==> src/rtl/instruction_fetch_pkg.sv <==
// -----------------------------------------------------------------------------
// instruction_fetch_pkg
// Shared definitions for the instruction fetch sequencer.
//   fetch_state_e : fetch FSM state encoding. The control unit and benches
//                   use these names so the numeric encoding lives in one place.
//   IF_ADDR_WIDTH / IF_DATA_WIDTH / IF_RESET_PC : default sizing.
// -----------------------------------------------------------------------------
package instruction_fetch_pkg;

   localparam int          IF_ADDR_WIDTH = 16;
   localparam int          IF_DATA_WIDTH = 16;
   localparam logic [15:0] IF_RESET_PC   = 16'h0000;

   // IDLE : waiting for fetch/jump from the control unit
   // REQ  : memory read outstanding, memRead held until memReady
   // LOAD : instruction register load strobe cycle
   typedef enum logic [1:0] {
      IDLE = 2'd0,
      REQ  = 2'd1,
      LOAD = 2'd2
   } fetch_state_e;

endpackage

==> src/rtl/instruction_fetch_program_counter.sv <==
// -----------------------------------------------------------------------------
// program_counter
// ADDR_WIDTH program counter with asynchronous reset to RESET_PC.
// Ports:
//   clock, reset   : rising-edge clock, asynchronous active-high reset
//   jump_load      : load jump_target
//   inc_load       : load inc_base + 1 (wraps modulo 2^ADDR_WIDTH)
//   jump_target    : jump destination
//   inc_base       : address just fetched
//   pc             : current program counter
// With neither load asserted the counter holds.
// -----------------------------------------------------------------------------
module program_counter #(
   parameter int                    ADDR_WIDTH = 16,
   parameter logic [ADDR_WIDTH-1:0] RESET_PC   = '0
) (
   input  logic                  clock,
   input  logic                  reset,
   input  logic                  jump_load,
   input  logic                  inc_load,
   input  logic [ADDR_WIDTH-1:0] jump_target,
   input  logic [ADDR_WIDTH-1:0] inc_base,
   output logic [ADDR_WIDTH-1:0] pc
);

   logic [ADDR_WIDTH-1:0] pc_q;
   logic [ADDR_WIDTH-1:0] pc_d;

   // The two loads never coincide in the sequencer; the increment wins if
   // they ever did because it reflects a completed read.
   always_comb begin
      pc_d = pc_q;
      if (inc_load) begin
         pc_d = inc_base + {{(ADDR_WIDTH-1){1'b0}}, 1'b1};
      end else if (jump_load) begin
         pc_d = jump_target;
      end
   end

   always_ff @(posedge clock or posedge reset) begin
      if (reset) begin
         pc_q <= RESET_PC;
      end else begin
         pc_q <= pc_d;
      end
   end

   assign pc = pc_q;

endmodule

==> src/rtl/instruction_fetch.sv <==
// -----------------------------------------------------------------------------
// instruction_fetch
// Fetch sequencer feeding the instruction register. Owns the PC, performs one
// handshaked memory read per fetch request, then strobes the instruction
// register's active-low load for one cycle.
// Ports:
//   clock, reset        : rising-edge clock, asynchronous active-high reset
//   fetch, jump         : control unit requests, sampled only in IDLE
//   jumpTarget          : jump destination
//   memAddr, memRead    : registered read address / read request
//   memReady, memData   : memory acknowledge and same-cycle read data
//   instrData           : word driven to instruction register data input
//   notIrLoad           : active-low one-cycle load strobe
//   fetchDone           : one-cycle pulse coincident with notIrLoad low
//   busy                : high whenever not IDLE
//   pc                  : current program counter
// -----------------------------------------------------------------------------
module instruction_fetch
   import instruction_fetch_pkg::*;
#(
   parameter int                    ADDR_WIDTH = IF_ADDR_WIDTH,
   parameter int                    DATA_WIDTH = IF_DATA_WIDTH,
   parameter logic [ADDR_WIDTH-1:0] RESET_PC   = IF_RESET_PC
) (
   input  logic                  clock,
   input  logic                  reset,
   input  logic                  fetch,
   input  logic                  jump,
   input  logic [ADDR_WIDTH-1:0] jumpTarget,
   output logic [ADDR_WIDTH-1:0] memAddr,
   output logic                  memRead,
   input  logic                  memReady,
   input  logic [DATA_WIDTH-1:0] memData,
   output logic [DATA_WIDTH-1:0] instrData,
   output logic                  notIrLoad,
   output logic                  fetchDone,
   output logic                  busy,
   output logic [ADDR_WIDTH-1:0] pc
);

   fetch_state_e          state_q, state_d;
   logic [ADDR_WIDTH-1:0] mem_addr_q, mem_addr_d;
   logic [DATA_WIDTH-1:0] instr_data_q, instr_data_d;
   logic                  mem_read_q, mem_read_d;
   logic                  not_ir_load_q, not_ir_load_d;
   logic                  fetch_done_q, fetch_done_d;
   logic                  busy_q, busy_d;

   logic                  pc_jump_load;
   logic                  pc_inc_load;
   logic [ADDR_WIDTH-1:0] pc_value;

   program_counter #(
      .ADDR_WIDTH (ADDR_WIDTH),
      .RESET_PC   (RESET_PC)
   ) u_program_counter (
      .clock       (clock),
      .reset       (reset),
      .jump_load   (pc_jump_load),
      .inc_load    (pc_inc_load),
      .jump_target (jumpTarget),
      .inc_base    (mem_addr_q),
      .pc          (pc_value)
   );

   always_comb begin
      state_d      = state_q;
      mem_addr_d   = mem_addr_q;
      instr_data_d = instr_data_q;
      pc_jump_load = 1'b0;
      pc_inc_load  = 1'b0;

      case (state_q)
         IDLE: begin
            if (fetch) begin
               state_d = REQ;
               // A simultaneous jump redirects the fetch itself to the target.
               if (jump) begin
                  mem_addr_d   = jumpTarget;
                  pc_jump_load = 1'b1;
               end else begin
                  mem_addr_d = pc_value;
               end
            end else if (jump) begin
               pc_jump_load = 1'b1;
            end
         end
         REQ: begin
            if (memReady) begin
               instr_data_d = memData;
               pc_inc_load  = 1'b1;
               state_d      = LOAD;
            end
         end
         LOAD: begin
            state_d = IDLE;
         end
         default: begin
            state_d = IDLE;
         end
      endcase

      // Strobes are flopped from the next state so each one is a pure
      // function of the state register: no input reaches an output.
      mem_read_d    = (state_d == REQ);
      not_ir_load_d = (state_d != LOAD);
      fetch_done_d  = (state_d == LOAD);
      busy_d        = (state_d != IDLE);
   end

   always_ff @(posedge clock or posedge reset) begin
      if (reset) begin
         state_q       <= IDLE;
         mem_addr_q    <= RESET_PC;
         instr_data_q  <= '0;
         mem_read_q    <= 1'b0;
         not_ir_load_q <= 1'b1;
         fetch_done_q  <= 1'b0;
         busy_q        <= 1'b0;
      end else begin
         state_q       <= state_d;
         mem_addr_q    <= mem_addr_d;
         instr_data_q  <= instr_data_d;
         mem_read_q    <= mem_read_d;
         not_ir_load_q <= not_ir_load_d;
         fetch_done_q  <= fetch_done_d;
         busy_q        <= busy_d;
      end
   end

   assign memAddr   = mem_addr_q;
   assign memRead   = mem_read_q;
   assign instrData = instr_data_q;
   assign notIrLoad = not_ir_load_q;
   assign fetchDone = fetch_done_q;
   assign busy      = busy_q;
   assign pc        = pc_value;

endmodule

==> config.mk <==
export PLATFORM = sky130hd
export DESIGN_NAME = instruction_fetch
export DESIGN_NICKNAME = d
export VERILOG_FILES = /design/src/rtl/instruction_fetch_pkg.sv /design/src/rtl/instruction_fetch_program_counter.sv /design/src/rtl/instruction_fetch.sv
export SDC_FILE = /design/constraint.sdc
export NUM_CORES = 1
export LEC_CHECK = 0
export ABC_CLOCK_PERIOD_IN_PS = 2100
export CORE_ASPECT_RATIO = 2
export CORE_MARGIN = 2
export CORE_UTILIZATION = 45
export DETAILED_ROUTE_END_ITERATION = 7
export HOLD_SLACK_MARGIN = 0.06
export PLACE_DENSITY_LB_ADDON = 0.1
export SETUP_SLACK_MARGIN = 0.1
export SYNTH_ARGS = -nofsm -noshare
export SYNTH_HDL_FRONTEND = slang
export SYNTH_SLANG_ARGS = --single-unit
export TNS_END_PERCENT = 50
==> constraint.sdc <==
create_clock -name clock -period 2.1 [get_ports clock]
set_input_delay 0.42 -clock clock [delete_from_list [all_inputs] [get_ports clock]]
set_output_delay 0.42 -clock clock [all_outputs]
set_load 0.05 [all_outputs]
==> results.json, run 1 <==
{
  "grt_use_total_pct": 21.0,
  "path_delay_family": "buffers and inverters",
  "start_util_pct": 46.7,
  "gp_congestion": 0.795,
  "antenna_cells": 0,
  "min_path_type": "input port to asynchronous set/reset pin",
  "cpPeakStageDelay_ps": 790,
  "fmax_mhz": 497,
  "fin_crit_sh_pct": 95.8,
  "fin_setup_tns_ps": 0,
  "grt_max_degree": 46,
  "slew_violations": 0,
  "area_growth_pct": 43.0,
  "ys_types": 37,
  "io_buffer_count": 88,
  "core_um2": 5760,
  "worst_pin_slew_ps": 510,
  "layout-drive-gt1-share_pct": 12.9,
  "rows": 39,
  "post_drt_via_cell_ratio": 5.22,
  "rsz0062_at_grt": "true",
  "slew_headroom_pct": 65.9,
  "avgSynthCellArea_um2": 9.89,
  "p_leak_uw": 0.00167,
  "drv_cap": 0,
  "fin_hold_ws_ps": 463,
  "yosysWarnings": 0,
  "r2r-start": "memAddr[0]",
  "finClkSkew_ps": 5.87,
  "antenna_left": 0,
  "multiInputGateArea_um2": 1220,
  "crit_fanout": 1,
  "grt-ovfl-total": 0,
  "synth_cells": 272,
  "cts-buffers-inserted": 5,
  "cts_tree": "yes",
  "vias": 2213,
  "violations": "design-rule violations",
  "synth_area_leaders": "dfrtp_1, nand2_1, mux2i_1",
  "synth.top_cell.area_share_pct": 49.3,
  "die-area_um2": 6650,
  "crit_buf_inv": 1,
  "antenna_found_initial": 0,
  "startpoint": "notIrLoad",
  "path_cells": "clkdlybuf4s50_1",
  "setup_viol": 0,
  "cts.clk_slew.worst_paths_ps": 70,
  "dp_hpwl_mm": 4.80,
  "final_nets": 400,
  "cts_buffer_depth": 2,
  "power_density_nw_per_um2": 1870,
  "io_pins": 89,
  "root_buffer": "clkbuf_16",
  "h-tree-depth": 2,
  "synth_area_um2": 2690,
  "n_fill_cell": 496,
  "die_h_um": 113,
  "route.detailed.drc": 5,
  "synth.yosys.seq_area_share_pct": 50.3,
  "arrival_ps": 1590,
  "grt_pass1_vias": 2252,
  "dr.pass1.iters": 7,
  "wl_mm": 6.43,
  "clock_latency_ps": 290,
  "status": "complete, but fails checks",
  "ys_ff_latch": 54,
  "final-seq-area_um2": 1350,
  "first_iter_violations": 65,
  "synth_fp_nets": 310,
  "slowest_stage": "clkdlybuf4s50_1",
  "crit_path_end_kind": "output port",
  "worstPathRequired_ps": 1680,
  "synth.largest_area_cell": "dfrtp_1",
  "grt_pass1_wl_mm": 10.7,
  "cp-start-kind": "register",
  "finalHoldViolCount": 0,
  "wl_per_cell_um": 15.2,
  "min_period_ps": 2010,
  "cts_sinks": 54,
  "critPathKind": "register to output port",
  "die_w_um": 58.7,
  "ir_drop_uv": 1050
}
## final timing paths
kind | to | slack (ps) | cells past startpoint
setup / recovery | notIrLoad | 90 | 1
hold / removal | memAddr[4] | 460 | 2
setup reg to reg | u_program_counter.pc[14] | 400 | 5
hold reg to reg | instrData[1] | 470 | 2
max in group asynchronous | u_program_counter.pc[7] | 1170 | 3
min in group clock | instrData[1] | 470 | 2
## report_power, final
part / switching, uW / internal (uW)
clock network: 364 / 558
logic: 2740 / 1500
registers: 496 / 1530
total: 3600 / 3590
## state kept, by name, indices dropped and copies added (netlist names)
register	cells
u_program_counter.pc	16
busy	1
instrData	16
notIrLoad	1
memAddr	16
fetchDone	1
state_q	2
memRead	1
## synth_stat cells, drive strengths merged
cell	n
or2	1
and2b	1
and3	2
o21ai	5
a21oi	29
a211oi	11
ha	1
mux2i	17
dfstp	1
and2	2
dfrtp	53
nand2b	2
nor4	3
nor3	2
buf	10
nor2b	10
clkbuf	5
nor2	21
clkinv	1
xnor2	10
nand3	4
nor3b	2
nand3b	2
a21o	1
inv	5
and4	1
xor2	4
a31oi	2
nand4	7
nand2	57
## cell type report
type | count | area share, %
Sequential cell | 54 | 35.2
Multi-Input combinational cell | 197 | 31.8
Timing Repair Buffer | 98 | 26.1
Clock buffer | 5 | 3.25
Tap cell | 61 | 1.98
Clock inverter | 3 | 1.04
Inverter | 6 | 0.618
## placed cells by master (no fill, tap or decap), drive strengths merged, types with 2 or more instances in the layout
cell type	count
a211oi	11
a21oi	29
a31oi	2
and2	2
and3	2
buf	16
clkbuf	5
clkdlybuf4s50	78
clkinv	3
dfrtp	53
dlygate4sd2	2
dlymetal6s2s	2
inv	5
mux2i	17
nand2	57
nand2b	2
nand3	4
nand3b	2
nand4	7
nor2	21
nor2b	10
nor3	2
nor3b	2
nor4	3
o21ai	5
xnor2	10
xor2	4
## routing by layer
layer | track usage, % | wire, um | vias up
li1 | - | - | 1099
met1 | 22.7 | 2300 | 1042
met2 | 37.9 | 3630 | 65
met4 | 7.42 | 121 | 0
met5 | 0 | 0 | -
met3 | 5.60 | 379 | 7
## repair_timing
action                     in CTS  in global routing
pin swaps                       0                  0
setup buffers                   0                  0
hold buffers                    0                  0
setup endpoints to repair       5                  5
gates resized for setup         2                  2
## through the flow
step                power [uW]  instance area [um^2]  utilization (%)  cells  setup WS, ps
finish                    7180                  3850             66.8    424          88.0
detailed placement        6320                  3680             63.9    416           239
floorplan                 4900                  2690                -    272           274
global route              7580                  3850             66.8    424          55.2
global placement          6270                  3680             63.9    416           267
CTS                       7250                  3840             66.7    424          60.7
## kinds of logic (layout without fill, tap and decap cells)
| kind of cell | count (synthesis) | count (layout) | synth area share (%) |
|---|---|---|---|
| adders and majority gates | 1 | 1 | 0.465 |
| muxes | 17 | 17 | 6.33 |
| buffers and inverters | 21 | 112 | 4.70 |
| xor gates and xnor gates | 14 | 14 | 4.56 |
| AOI/OAI and AO/OA | 48 | 48 | 11.9 |
| DFF | 54 | 54 | 50.3 |
| and+or+nand+nor | 117 | 117 | 21.8 |
Power figures use the tool's default switching activity.
==> run 2, diff against run 1 <==
CORE_MARGIN = unset   (was 2)
==> results.json, run 2 (synthesis results as in run 1) <==
{
  "final_nets": 402,
  "fin_setup_tns_ps": 0,
  "first_iter_violations": 66,
  "antenna_left": 0,
  "gp_congestion": 0.781,
  "vias": 2246,
  "antenna_found_initial": 0,
  "layout-drive-gt1-share_pct": 13.2,
  "final_cell_mix": "clkdlybuf4s50_1, nand2_1, dfrtp_1, a21oi_1, nor2_1",
  "root_buffer": "clkbuf_16",
  "start_util_pct": 46.7,
  "p_leak_uw": 0.00167,
  "cts_hold_buf": 0,
  "worstPathRequired_ps": 1680,
  "die_w_um": 56.7,
  "slowest_stage": "clkdlybuf4s50_1",
  "io_pins": 89,
  "h-tree-depth": 2,
  "cts_buffer_depth": 2,
  "cts_tree": "yes",
  "io_buffer_count": 88,
  "path_delay_family": "buffers and inverters",
  "slew_headroom_pct": 65.0,
  "clock_latency_ps": 290,
  "placedInstanceArea_um2": 3680,
  "cts-buffers-inserted": 5,
  "met3_length_um": 224,
  "cts_sinks": 54,
  "fin_hold_ws_ps": 405,
  "min_path_type": "input port to asynchronous set/reset pin",
  "route.detailed.drc": 13,
  "worst_pin_slew_ps": 523,
  "min_period_ps": 2020,
  "ir_drop_uv": 962,
  "crit_fanout": 1,
  "finalWorstSetupSlack_ps": 78.1,
  "post_cts_buffers": 0,
  "critPathKind": "register to output port",
  "wl_per_cell_um": 14.9,
  "slew_violations": 0,
  "antenna_cells": 0,
  "crit_path_end_kind": "output port",
  "fin_crit_sh_pct": 96.3,
  "postLayoutCellArea_um2": 3850,
  "wl_met1_mm": 2.37,
  "post_drt_via_cell_ratio": 5.27,
  "setup_viol": 0,
  "fin_util_pct": 66.8,
  "finalHoldViolCount": 0,
  "grt_pass1_wl_mm": 10.5,
  "power_density_nw_per_um2": 1870,
  "crit_buf_inv": 1,
  "rsz0062_at_grt": "true",
  "violations": "design-rule violations",
  "grt_use_total_pct": 21.5,
  "dpl_worst_slack_ps": 145,
  "grt-ovfl-total": 0,
  "top_layer": "met4",
  "core_um2": 5760,
  "dr.pass1.iters": 6,
  "drv_cap": 0,
  "status": "complete, but fails checks",
  "cpPeakStageDelay_ps": 790,
  "dp_hpwl_mm": 4.73,
  "arrival_ps": 1600,
  "area_growth_pct": 43.1,
  "grt_max_degree": 33,
  "rows": 39,
  "grt_pass1_vias": 2352,
  "finClkSkew_ps": 6.72,
  "die-area_um2": 6310,
  "cts.clk_slew.worst_paths_ps": 70,
  "cp-start-kind": "register",
  "path_cells": "clkdlybuf4s50_1",
  "final_common_cell": "clkdlybuf4s50_1",
  "die_h_um": 111,
  "fmax_mhz": 495,
  "wl_met2_mm": 3.56,
  "wl_mm": 6.34
}
-- run 2: cell types whose count changed in the layout (fill, tap and decap cells not counted) --
cell             change
buf_4                +3
buf_12               -1
clkinv_2             -2
clkinvlp_4           +1
dlymetal6s2s_1       -1
clkbuf_1             +1
clkdlybuf4s50_1      +1
-- run 2: power breakdown --
group / total [uW] / leakage [uW] / switching (uW) / internal [uW]
Clock: 916 / 0.0000771 / 353 / 563
Combinational: 4230 / 0.000956 / 2730 / 1510
Sequential: 2040 / 0.000632 / 512 / 1530
-- run 2: final cells by class --
type,count,area (um^2)
tap,61,76.3
inverter,6,23.8
timing repair buffer,100,1010
clock buffer,6,129
clock inverter,2,37.5
sequential,54,1350
multi-input combinational,197,1220
fill,493,1910
-- run 2: final timing paths --
kind	from	end	slack, ps	cells past startpoint
min in group clock	instrData[11]	instrData[11]	480	2
max in group asynchronous	reset	u_program_counter.pc[10]	1210	3
worst max register to register	memAddr[0]	u_program_counter.pc[14]	450	5
worst max-delay path	notIrLoad	notIrLoad	80	1
worst min register to register	instrData[11]	instrData[11]	480	2
worst min-delay path	reset	instrData[4]	400	2
-- run 2: stage by stage --
stage / instances / total power [uW]
floorplan: 272 / 4900
global placement: 418 / 6280
detailed placement: 418 / 6320
CTS: 426 / 7260
global route: 426 / 7570
finish: 426 / 7190
-- run 2: timing repair --
action,in CTS,in global routing
gates resized for setup,2,1
endpoints found under the setup margin,4,3
hold endpoints to repair,0,0
-- run 2: routing by layer --
metal	GRT usage [%]	vias up
met4	9.50	0
met5	0	-
li1	-	1098
met3	3.25	15
met1	22.3	1067
met2	40.9	66
